$ cat src/rtl/spi_regfile_pkg.sv
// spi_regfile_pkg: shared FSM states, header layout and counter sizing for spi_regfile
package spi_regfile_pkg;
  typedef enum logic [1:0] {IDLE, HDR, WDATA, RDATA} state_e;
  localparam int R_BIT_POS = 0;
  function automatic int cnt_width(input int aw, input int dw);
    int n;
    n = (1 + aw > dw) ? 1 + aw : dw;
    return $clog2(n);
  endfunction
endpackage

$ cat src/rtl/spi_sync.sv
// spi_sync: 2-flop synchroniser with a third flop for rise/fall detection
module spi_sync (
  input  logic CLK,
  input  logic RST,
  input  logic D,
  output logic Q,
  output logic RISE,
  output logic FALL
);
  logic meta_q, sync_q, prev_q;
  logic meta_d, sync_d, prev_d;
  always_comb begin
    meta_d = D;
    sync_d = meta_q;
    prev_d = sync_q;
  end
  always_ff @(posedge CLK) begin
    if (RST) {meta_q, sync_q, prev_q} <= '0;
    else {meta_q, sync_q, prev_q} <= {meta_d, sync_d, prev_d};
  end
  assign Q = sync_q;
  assign RISE = sync_q & ~prev_q;
  assign FALL = ~sync_q & prev_q;
endmodule

$ cat src/rtl/spi_regfile.sv
// spi_regfile: oversampled SPI mode-0 slave with NREG x DATA_W registers, burst read/write
module spi_regfile
  import spi_regfile_pkg::*;
#(
  parameter int ADDR_W = 8,
  parameter int DATA_W = 8,
  parameter int NREG = 4
) (
  input  logic                     CLK,
  input  logic                     RST,
  input  logic                     CS,
  input  logic                     SCLK,
  input  logic                     SDI,
  output logic                     SDO,
  output logic                     SDO_OE,
  output logic [NREG*DATA_W-1:0]   REGS,
  output logic                     WSTB,
  output logic [ADDR_W-1:0]        WADDR
);
  localparam int CW = cnt_width(ADDR_W, DATA_W);
  localparam int IW = NREG > 1 ? $clog2(NREG) : 1;
  localparam logic [CW-1:0] HDR_LAST = CW'(ADDR_W);
  localparam logic [CW-1:0] WORD_LAST = CW'(DATA_W - 1);
  localparam logic [CW-1:0] R_POS = CW'(R_BIT_POS);
  logic cs_s, cs_rise, cs_fall, sclk_s, sclk_rise, sclk_fall;
  logic sdi_meta_q, sdi_q;
  state_e state_q, state_d;
  logic [CW-1:0] cnt_q, cnt_d;
  logic rd_q, rd_d, skip_q, skip_d, oe_q, oe_d, wstb_q, wstb_d, armed_q, armed_d;
  logic [1:0] settle_q, settle_d;
  logic [ADDR_W-1:0] addr_q, addr_d, waddr_q, waddr_d, addr_inc;
  logic [DATA_W-1:0] wsh_q, wsh_d, sr_q, sr_d;
  logic [DATA_W-1:0] regs_q [NREG];
  logic [DATA_W-1:0] regs_d [NREG];
  spi_sync u_cs (.CLK(CLK), .RST(RST), .D(CS), .Q(cs_s), .RISE(cs_rise), .FALL(cs_fall));
  spi_sync u_sclk (.CLK(CLK), .RST(RST), .D(SCLK), .Q(sclk_s), .RISE(sclk_rise), .FALL(sclk_fall));
  function automatic logic in_range(input logic [ADDR_W-1:0] a);
    return int'(a) < NREG;
  endfunction
  function automatic logic [DATA_W-1:0] rword(input logic [ADDR_W-1:0] a);
    return in_range(a) ? regs_q[a[IW-1:0]] : '0;
  endfunction
  assign addr_inc = (int'(addr_q) + 1 >= NREG) ? '0 : addr_q + ADDR_W'(1);
  // Arm only once the synchronisers have settled on an idle bus, so a CS held high through reset is ignored
  always_comb begin
    state_d = state_q;
    cnt_d = cnt_q;
    rd_d = rd_q;
    skip_d = skip_q;
    oe_d = oe_q;
    addr_d = addr_q;
    waddr_d = waddr_q;
    wsh_d = wsh_q;
    sr_d = sr_q;
    regs_d = regs_q;
    wstb_d = 1'b0;
    settle_d = settle_q + 2'(settle_q != 2'd3);
    armed_d = armed_q | (settle_q == 2'd3 && !cs_s && !sclk_s);
    if (cs_fall) begin
      state_d = IDLE;
      cnt_d = '0;
      oe_d = 1'b0;
      sr_d = '0;
    end else begin
      case (state_q)
        IDLE: if (cs_rise && armed_q) begin
          state_d = HDR;
          cnt_d = '0;
          rd_d = 1'b0;
          addr_d = '0;
        end
        HDR: if (sclk_rise) begin
          cnt_d = cnt_q + CW'(1);
          if (cnt_q == R_POS) rd_d = sdi_q;
          else addr_d = ADDR_W'({addr_q, sdi_q});
          if (cnt_q == HDR_LAST) begin
            state_d = rd_q ? RDATA : WDATA;
            cnt_d = '0;
            if (rd_q) begin
              sr_d = rword(addr_d);
              skip_d = 1'b1;
              oe_d = 1'b1;
            end
          end
        end
        WDATA: if (sclk_rise) begin
          cnt_d = cnt_q + CW'(1);
          wsh_d = DATA_W'({wsh_q, sdi_q});
          if (cnt_q == WORD_LAST) begin
            cnt_d = '0;
            addr_d = addr_inc;
            if (in_range(addr_q)) begin
              regs_d[addr_q[IW-1:0]] = wsh_d;
              wstb_d = 1'b1;
              waddr_d = addr_q;
            end
          end
        end
        RDATA: if (sclk_rise) begin
          cnt_d = cnt_q + CW'(1);
          if (cnt_q == WORD_LAST) begin
            cnt_d = '0;
            addr_d = addr_inc;
            sr_d = rword(addr_inc);
            skip_d = 1'b1;
          end
        end else if (sclk_fall) begin
          skip_d = 1'b0;
          sr_d = skip_q ? sr_q : sr_q << 1;
        end
        default: state_d = IDLE;
      endcase
    end
  end
  always_ff @(posedge CLK) begin
    if (RST) begin
      state_q <= IDLE;
      cnt_q <= '0;
      rd_q <= 1'b0;
      skip_q <= 1'b0;
      oe_q <= 1'b0;
      wstb_q <= 1'b0;
      armed_q <= 1'b0;
      settle_q <= '0;
      addr_q <= '0;
      waddr_q <= '0;
      wsh_q <= '0;
      sr_q <= '0;
      regs_q <= '{default: '0};
      sdi_meta_q <= 1'b0;
      sdi_q <= 1'b0;
    end else begin
      state_q <= state_d;
      cnt_q <= cnt_d;
      rd_q <= rd_d;
      skip_q <= skip_d;
      oe_q <= oe_d;
      wstb_q <= wstb_d;
      armed_q <= armed_d;
      settle_q <= settle_d;
      addr_q <= addr_d;
      waddr_q <= waddr_d;
      wsh_q <= wsh_d;
      sr_q <= sr_d;
      regs_q <= regs_d;
      sdi_meta_q <= SDI;
      sdi_q <= sdi_meta_q;
    end
  end
  for (genvar i = 0; i < NREG; i++) assign REGS[i*DATA_W +: DATA_W] = regs_q[i];
  assign SDO = sr_q[DATA_W-1];
  assign SDO_OE = oe_q;
  assign WSTB = wstb_q;
  assign WADDR = waddr_q;
endmodule

$ cat config.mk
export PLATFORM = sky130hd
export DESIGN_NAME = spi_regfile
export DESIGN_NICKNAME = d
export VERILOG_FILES = /design/src/rtl/spi_regfile_pkg.sv /design/src/rtl/spi_sync.sv /design/src/rtl/spi_regfile.sv
export SDC_FILE = /design/constraint.sdc
export NUM_CORES = 1
export LEC_CHECK = 0
export BUFFER_PORTS_ARGS = -buffer_cell sky130_fd_sc_hd__buf_2
export CAP_MARGIN = 20
export CORE_AREA = 4 4 111 124
export CTS_CLUSTER_SIZE = 20
export DETAILED_ROUTE_END_ITERATION = 10
export DIE_AREA = 0 0 115 128
export PLACE_DENSITY = 0.55
export RECOVER_POWER = 100
export SYNTH_ARGS = -nofsm -noshare
export SYNTH_HDL_FRONTEND = slang
export SYNTH_SLANG_ARGS = --single-unit
$ cat constraint.sdc
create_clock -name CLK -period 3.55 [get_ports CLK]
set_input_delay 1.065 -clock CLK [delete_from_list [all_inputs] [get_ports CLK]]
set_output_delay 1.065 -clock CLK [all_outputs]
set_load 0.01 [all_outputs]
* Word level (Yosys, flattened, before mapping)
Cells that the tools add are included.
Word-level totals: output and inout bits 43, bits in registers 84, bits of input ports 5
Operators by class: bitwise logic cells 16, equal/unequal tests 17, add/sub/neg operators 4, reductions and logical operators 22, magnitude comparators 8, multiplexer cells 52
Operator list (number):
- $mux W8 | 23
- $bmux W8 S2 | 2
- $bwmux W32 | 1
- $lt A8 B3 Y1 const B | 3
- $pmux W8 S3 | 1
- $mux W4 | 5
- $demux W8 S2 | 1
- $pmux W8 S2 | 1
- $reduce_and A5 Y1 | 3
- $reduce_and A7 Y1 | 2
- $ne A2 B2 Y1 const B | 6
- $pmux W4 S3 | 1
- $mux W1 | 11
- $add A8 B1 Y9 const B | 1
- $ge A3 B3 Y1 const B | 3
- $ge A9 B3 Y1 const B | 1
- $ne A3 B3 Y1 const B | 3
- $not A2 Y3 | 3
- $add A8 B1 Y8 const B | 1
- $not A1 Y1 | 8
- $reduce_and A4 Y1 | 2
- $eq A2 B2 Y1 const B | 3
- $mux W2 | 3
- $reduce_and A3 Y1 | 2
- 18 further kinds | 29

* Logic depth before layout (Yosys ltp)
Gate-level depths: netlist (run 1).
depth in word-level cells 14, depth in mapped cells 11

* Cells and area by module
From an unflattened synthesis (run 1), not the netlist that was laid out.
Second synthesis, totals: cell total of the unflattened synthesis 497, area, all modules 4244.1 µm²
By module, submodules not included:
- spi_regfile | instances 1, area each 4061.4 µm², cells each 481
- spi_sync | instances 2, area each 91.3 µm², cells each 8

* Worst setup path before layout (run 1)
No wires, ideal clock.
kind register to register, start point register addr_q[0], end point register sr_q[7], cell stages (with the launch flop) 9, clock period less this slack 2.224 ns, path slack 1.326 ns, arrival 2.164 ns, path through dfxtp_1 -> buf_2 -> clkinv_1 -> ha_1 -> o22ai_1 -> nor4_4 -> o21ai_2 -> a211oi_1 -> o221a_1
On the way: longest elaborated chain between the ends 13, elaborated cells between the ends (all ways) 26
Ends and longest elaborated chain:
- from (decl) | RTL line spi_regfile.sv:31 | logic [ADDR_W-1:0] addr_q, addr_d, waddr_q, waddr_d, addr_inc;
- from (signal assigned) | RTL line spi_regfile.sv:141 | addr_q <= addr_d;
- branches (longest 12 deep; another with $add A8 B1 Y9)
- $pmux W8 S2 * | RTL line spi_regfile.sv:65 | case (state_q)
- to (signal assigned) | RTL line spi_regfile.sv:144 | sr_q <= sr_d;
- to (decl) | RTL line spi_regfile.sv:32 | logic [DATA_W-1:0] wsh_q, wsh_d, sr_q, sr_d;
Every way passes the cells marked *. The select of a mux whose other input is x is not followed. A chain may end at the register's enable or synchronous reset.

* Worst setup path after layout (run 1)
start point register u_sclk.sync_q, in the netlist u_sclk.Q, end point register regs_q (netlist bit REGS[8])
On the way: longest elaborated chain between the ends 2
Ends and longest elaborated chain:
- from (decl) | RTL line spi_sync.sv:10 | logic meta_q, sync_q, prev_q;
- from (signal assigned) | RTL line spi_sync.sv:19 | else {meta_q, sync_q, prev_q} <= {meta_d, sync_d, prev_d};
- $and A1 B1 Y1 | RTL line spi_sync.sv:22 | assign RISE = sync_q & ~prev_q;
- $reduce_and A5 Y1 (no source line)
- to (signal assigned) | RTL line spi_regfile.sv:145 | regs_q <= regs_d;
- to (decl) | RTL line spi_regfile.sv:33 | logic [DATA_W-1:0] regs_q [NREG];
Every way passes these cells.

==> results of run 1 <==
[through the flow]
stage	util [%]	area (sq um)	setup slack [ns]	total power, mW	std cells
2_1_floorplan	-	4410	1.33	1.02	520
3_3_place_gp	37.7	4710	0.923	1.03	699
3_5_place_dp	37.7	4710	0.904	1.03	699
4_1_cts	40.3	5030	0.893	2.04	714
5_1_grt	39.4	4910	0.424	2.09	714
6_report	39.4	4910	0.723	2.02	714
[registers in the layout, indices dropped and copies added, names as in the netlist]
signal and cells:
SDO_OE 1, u_sclk.meta_q 1, REGS 32, u_sclk.Q 1, armed_q 1, sr_q 8, u_cs.Q 1, WADDR 8
WSTB 1, u_cs.meta_q 1, sdi_q 1, skip_q 1, u_cs.prev_q 1, u_sclk.prev_q 1, cnt_q 4, rd_q 1
state_q 2, addr_q 8, sdi_meta_q 1, settle_q 2, wsh_q 7
[layout by cell type, fill, tap and decap left out, types with 4 or more instances in the layout]
cell       count
mux2i_1       38
inv_1         14
nor2_1        54
a21oi_1       38
a21oi_2       13
a2bb2oi_1      5
o211ai_1       9
buf_4          5
o21ai_0       19
a22oi_1       15
nand3_1        4
and2_1         5
clkbuf_16      9
ha_1           7
nor3_1         6
clkbuf_1      46
nand2_1       85
a31oi_1        7
and2_0         6
dfxtp_1       84
nor2b_1       13
[logic make-up after synthesis]
family	after synthesis
simple gates	208
fa+ha+maj	7
flops	84
buf+inv	47
compound gates	135
mux	39
[power groups by stage]
stage / registers, mW / clock network [mW] / logic [mW]
finish: 0.956 / 1.01 / 0.0539
global placement: 0.977 / 0 / 0.0551
global route: 0.956 / 1.07 / 0.0599
floorplan: 0.973 / 0 / 0.0450
CTS: 0.956 / 1.03 / 0.0560
detailed placement: 0.977 / 0 / 0.0557
[routing by layer]
metal / routed length [um] / up-vias / GRT usage (%)
li1: - / 1919 / -
met1: 5860 / 1943 / 23.6
met5: 0 / - / 0
met4: 183 / 0 / 6.01
met2: 5920 / 114 / 27.6
met3: 641 / 15 / 4.39
[layout make-up]
type | instances | area (sq um) | share of cell area, %
inverters | 16 | 60.1 | 1.22
well taps | 157 | 196 | 4.00
clock inverters | 4 | 73.8 | 1.50
repair buffers | 53 | 221 | 4.51
multi-input cells | 389 | 2440 | 49.6
flip-flops and latches | 84 | 1680 | 34.2
clock buffers | 11 | 243 | 4.94
[final timing paths]
path | start | to | slack (ns) | cells past startpoint
hold / removal | u_sclk.meta_q$_SDFF_PP0_ | u_sclk.Q$_SDFF_PP0_ | 0.44 | 1
setup / recovery | u_sclk.Q$_SDFF_PP0_ | REGS[8]$_SDFFE_PP0P_ | 0.72 | 8
setup reg to reg | u_sclk.Q$_SDFF_PP0_ | REGS[8]$_SDFFE_PP0P_ | 0.72 | 8
hold reg to reg | u_sclk.meta_q$_SDFF_PP0_ | u_sclk.Q$_SDFF_PP0_ | 0.44 | 1
==> results.json, run 1 <==
{
  "power.leakage_nw": 1.54,
  "synth_cells": 520,
  "nFillCells": 1314,
  "crit_chain": "ha_1, inv_1, nor4_1, buf_4, and4_1, and2_0, nand2_1, a21oi_1",
  "grt_pass1_vias": 3735,
  "p_sw_share_pct": 20.8,
  "pwr-share-clk_pct": 50.0,
  "postCtsResizedCells": 0,
  "sequentialPowerShare_pct": 47.4,
  "crit_family": "simple AND/OR/NAND/NOR gates",
  "synth_common_cells": "85 x nand2_1, 84 x dfxtp_1, 54 x nor2_1, 38 x mux2i_1, 29 x a21oi_1",
  "clk_latency_ns": 0.35,
  "ys_top_cells_by_area": "dfxtp_1 38%, mux2i_1 8.6%, nand2_1 7.2%",
  "io_pins": 48,
  "p_per_area_nw_per_um2": 411,
  "synthAdderAreaFrac_pct": 1.99,
  "maxCapViolCount": 0,
  "synthArstFlopShare_pct": 0,
  "grt_first_pass_wirelength_um": 20500,
  "vias": 3991,
  "postCtsSetupRepairBufs": 0,
  "ant_nets": 0,
  "synth-edff-count": 0,
  "core-area_sq_um": 12500,
  "grtUsageTotal_pct": 17.6,
  "cts.sinks": 84,
  "path_class": "reg -> reg",
  "place.gp.congestion": 0.882,
  "crit_fanout": 11,
  "final_nets": 565,
  "synth_most_common_cell": "nand2_1",
  "yosys.area.top_type_share_pct": 38.2,
  "slowest_delay_ns": 0.52,
  "die_area_sq_um": 14700,
  "fp.dieH_um": 128,
  "maxSlewHeadroom_pct": 13.9,
  "grt_max_degree": 37,
  "yosysWarningCount": 0,
  "tightest_slew_ns": 1.29,
  "drtPass1Iterations": 6,
  "required_ns": 3.83,
  "antenna_found_initial": 0,
  "finalSetupViolations": 0,
  "diodes": 0,
  "fin_skew_ns": 0.00651,
  "fin_crit_sh_pct": 79.6,
  "syn_area_sq_um": 4410,
  "internal-power_mw": 1.60,
  "synth-seq-area-share_pct": 38.2,
  "share_comb_of_total_power_pct": 2.7,
  "synth_ff_type": "dfxtp_1",
  "endpoint_kind": "flip-flop",
  "cts.path.max_buffers": 2,
  "muxShareOfSynthArea_pct": 9.15,
  "yosys.cell_types.count": 67,
  "synth-seq-cells": 84,
  "drtIter0Drc": 282,
  "drt_wl_total_um": 12600,
  "outcome": "completed",
  "synth_compound_area_share_pct": 22.2,
  "max_freq_mhz": 354,
  "hp-class": "reg -> reg",
  "fin_tns_setup_ns": 0,
  "grt-ovfl-total": 0,
  "report.final.slew_viol_count": 0,
  "post_route_cells_drive_above_1_share_pct": 8.80,
  "cts_made_buffers": 9,
  "syn_nets": 532,
  "cts_root_buffer": "clkbuf_16",
  "arrival_ns": 3.11,
  "synth_top_family_by_area": "simple AND/OR/NAND/NOR gates",
  "synthToLayoutAreaGrowth_pct": 11.5,
  "fp.dieW_um": 115,
  "io_buffers": 47,
  "drc": 0,
  "ir_drop_uv": 244,
  "holdBufCountCts": 0,
  "post-route-min-period_ns": 2.83,
  "cp_num_buf_inv": 2,
  "htree_num_levels": 3,
  "holdWs_ns": 0.440,
  "start_kind": "flip-flop",
  "yosys.area.top_type": "dfxtp_1",
  "p_switching_uw": 420,
  "syn_area_per_cell_sq_um": 8.47,
  "crit_path_top_delay_cell": "and4_1",
  "wl_per_cell_um": 17.6,
  "rsz0062_at_grt": "no",
  "cts_tree": "yes",
  "hold_viol": 0,
  "clkSlewWorstSetupHoldPaths_ns": 0.06,
  "yosys.area_share.simple_pct": 23.3,
  "dp_hpwl_um": 9020,
  "start_util_pct": 35.3,
  "yosys.area_share.xor_xnor_pct": 0,
  "routed_via_density": 5.59,
  "num_rows": 43
}
Power figures use the tool's default switching activity.
==> run 2: changes to the inputs <==
Settings changed: ABC_AREA set to 1, CORE_AREA 4 4 111 124 to 4 4 109 122, DIE_AREA 0 0 115 128 to 0 0 113 126, PLACE_DENSITY 0.55 to 0.56.
Clock period 3.55 ns to 2.8 ns, I/O delays scaled along.
==> run 2 against run 1 <==
Clock skew up 0.0044 ns. Fmax grew 18%. Synthesized area shrank 3.0%. Design area is 2.8% lower. Critical path type unchanged.
==> results.json, run 2 <==
{
  "synth_ff_type": "dfxtp_1",
  "diodes": 0,
  "core-area_sq_um": 11900,
  "grt_pass1_vias": 3822,
  "maxCapViolCount": 0,
  "cts.sinks": 84,
  "largest_reg_flops": 32,
  "syn_area_sq_um": 4270,
  "required_ns": 3.08,
  "rsz0062_at_grt": "no",
  "antenna_found_initial": 0,
  "reg2reg_from": "addr_q[1]$_SDFFE_PP0P_",
  "report.final.slew_viol_count": 0,
  "synth-edff-count": 0,
  "cp_num_buf_inv": 0,
  "layout_common_cells": "85 x nand2_1, 84 x dfxtp_1, 77 x inv_1, 62 x o21ai_0, 61 x a21oi_1",
  "postCtsSetupRepairBufs": 0,
  "place.gp.congestion": 0.875,
  "critPathLaunch": "addr_q[1]$_SDFFE_PP0P_",
  "cp.depth": 11,
  "cts.path.max_buffers": 2,
  "io_buffers": 47,
  "power.total_mw": 3.04,
  "layout_commonest_cell": "nand2_1",
  "start_kind": "flip-flop",
  "dp_hpwl_um": 8530,
  "die_area_sq_um": 14200,
  "syn_area_per_cell_sq_um": 7.26,
  "cts_made_buffers": 9,
  "grt_first_pass_wirelength_um": 19500,
  "path_class": "reg -> reg",
  "crit_end": "sr_q[3]$_SDFFE_PP0P_",
  "num_rows": 42,
  "rr_endpoint": "sr_q[3]$_SDFFE_PP0P_",
  "io_pins": 48,
  "start_util_pct": 35.8,
  "post-route-min-period_ns": 2.39,
  "synth_most_common_cell": "dfxtp_1",
  "postCtsResizedCells": 0,
  "ir_drop_uv": 274,
  "drtPass1Iterations": 5,
  "yosys.cell_types.count": 39,
  "htree_num_levels": 3,
  "rr_worst_depth": 11,
  "yosys.area.top_type": "dfxtp_1",
  "multi_input_area_sq_um": 2090,
  "p_per_area_nw_per_um2": 636,
  "synth-seq-cells": 84,
  "grt-ovfl-total": 0,
  "cts_root_buffer": "clkbuf_16",
  "fp.dieH_um": 126,
  "grt_max_degree": 50,
  "fin_skew_ns": 0.0109,
  "max_freq_mhz": 418,
  "vias": 4013,
  "crit_top_cell": "nand2_1",
  "synthToLayoutAreaGrowth_pct": 11.9,
  "drc": 0,
  "synth-seq-area-share_pct": 39.4,
  "hold_viol": 0,
  "crit_fanout": 19,
  "nFillCells": 1277,
  "synth_cells": 588,
  "power.leakage_nw": 1.89,
  "drt_wl_total_um": 11600,
  "fin_crit_sh_pct": 85.4,
  "crit_family": "simple AND/OR/NAND/NOR gates",
  "cts_tree": "yes",
  "clkSlewWorstSetupHoldPaths_ns": 0.06,
  "grtUsageTotal_pct": 16.8,
  "post_route_cells_drive_above_1_share_pct": 8.99,
  "routed_via_density": 5.09,
  "clk_latency_ns": 0.34,
  "synthArstFlopShare_pct": 0,
  "slowest_delay_ns": 0.49,
  "yosys.area.top_type_share_pct": 39.4,
  "hp-class": "reg -> reg",
  "r2r_slack_ns": 0.41,
  "utilization_pct": 40.1,
  "tightest_slew_ns": 0.712,
  "arrival_ns": 2.67,
  "crit_chain": "ha_1, nand2_1, nand2_1, nand3_1, nor2_8, nand3_2, nand2_1, nand2_1, nand2_1, nand3_1, a21oi_2",
  "synth_common_cells": "84 x dfxtp_1, 83 x nand2_1, 75 x inv_1, 59 x a21oi_1, 59 x o21ai_0",
  "regArea_sq_um": 1680,
  "fp.dieW_um": 113,
  "drtIter0Drc": 336,
  "crit_path_top_delay_cell": "dfxtp_1",
  "syn_nets": 600,
  "ys_top_cells_by_area": "dfxtp_1 39%, nand2_1 7.3%, a21oi_1 6.9%",
  "maxSlewHeadroom_pct": 52.5,
  "ant_nets": 0,
  "holdBufCountCts": 0,
  "endpoint_kind": "flip-flop",
  "outcome": "completed",
  "wl_per_cell_um": 14.8,
  "yosysWarningCount": 0,
  "fin_tns_setup_ns": 0,
  "final_nets": 641,
  "finalSetupViolations": 0
}
-- run 2: cell types whose count changed in the layout (fill, tap and decap cells not counted), moves of 8 or more --
cell,previous run,this run
inv_1,14,77
o21ai_1,0,8
nand3_1,4,54
nand4_1,3,18
a21oi_1,38,61
mux2i_1,38,0
o21ai_0,19,62
nor2b_1,13,0
a22oi_1,15,0
-- run 2: cell type report --
| cell class | instances | share of cell area (%) |
|---|---|---|
| Sequential cell | 84 | 35.2 |
| Clock buffer | 10 | 4.79 |
| Inverter | 83 | 6.60 |
| Multi-Input combinational cell | 400 | 43.8 |
| Timing Repair Buffer | 51 | 4.32 |
| Tap cell | 154 | 4.03 |
| Clock inverter | 6 | 1.31 |
-- run 2: report_power, final --
group / switching, mW / leakage, nW / internal [mW]
clock: 0.474 / 0.147 / 0.691
sequential: 0.0294 / 0.680 / 1.22
combinational: 0.441 / 1.06 / 0.179
-- run 2: routing by layer --
layer	global-route usage, %	up-vias	share of wire, %
met5	0	-	0
met4	5.87	0	1.9
li1	-	2031	-
met3	3.60	15	4.6
met2	25.6	98	45
met1	23.4	1869	48
-- run 2: cell families after synthesis --
kind of cell,Yosys count,synth area share [%]
adder cells (fa/ha/maj),7,2.05
AO/OA/AOI/OAI,154,20.2
AND/OR/NAND/NOR,238,27.4
flip-flops,84,39.4
buffers and inverters,104,10.8
XOR/XNOR,1,0.205
-- run 2: through the flow --
stage,std cells,setup slack [ns],hold WS [ns],instance area (sq um)
3_5_place_dp,772,0.524,0.393,4580
2_1_floorplan,588,0.937,0.388,4270
6_report,788,0.408,0.400,4780
5_1_grt,788,0.159,0.421,4780
3_3_place_gp,772,0.602,0.391,4580
4_1_cts,788,0.495,0.402,4870
-- run 2: worst min path at each step --
stage / start / cells after the start / end
3_3_place_gp: u_sclk.meta_q$_SDFF_PP0_ / 2 / u_sclk.Q$_SDFF_PP0_
6_report: u_cs.meta_q$_SDFF_PP0_ / 2 / u_cs.Q$_SDFF_PP0_
2_1_floorplan: sdi_meta_q$_SDFF_PP0_ / 2 / sdi_q$_SDFF_PP0_
5_1_grt: sdi_meta_q$_SDFF_PP0_ / 2 / sdi_q$_SDFF_PP0_
3_5_place_dp: u_sclk.meta_q$_SDFF_PP0_ / 2 / u_sclk.Q$_SDFF_PP0_
4_1_cts: u_sclk.meta_q$_SDFF_PP0_ / 2 / u_sclk.Q$_SDFF_PP0_
-- run 2: tightest hold or removal path: cells and delay by family (launching register included) --
family / cells / cell delay [ns]
and+or+nand+nor: 1 / 0.03
DFF: 1 / 0.29
buffers and inverters: 1 / 0.04
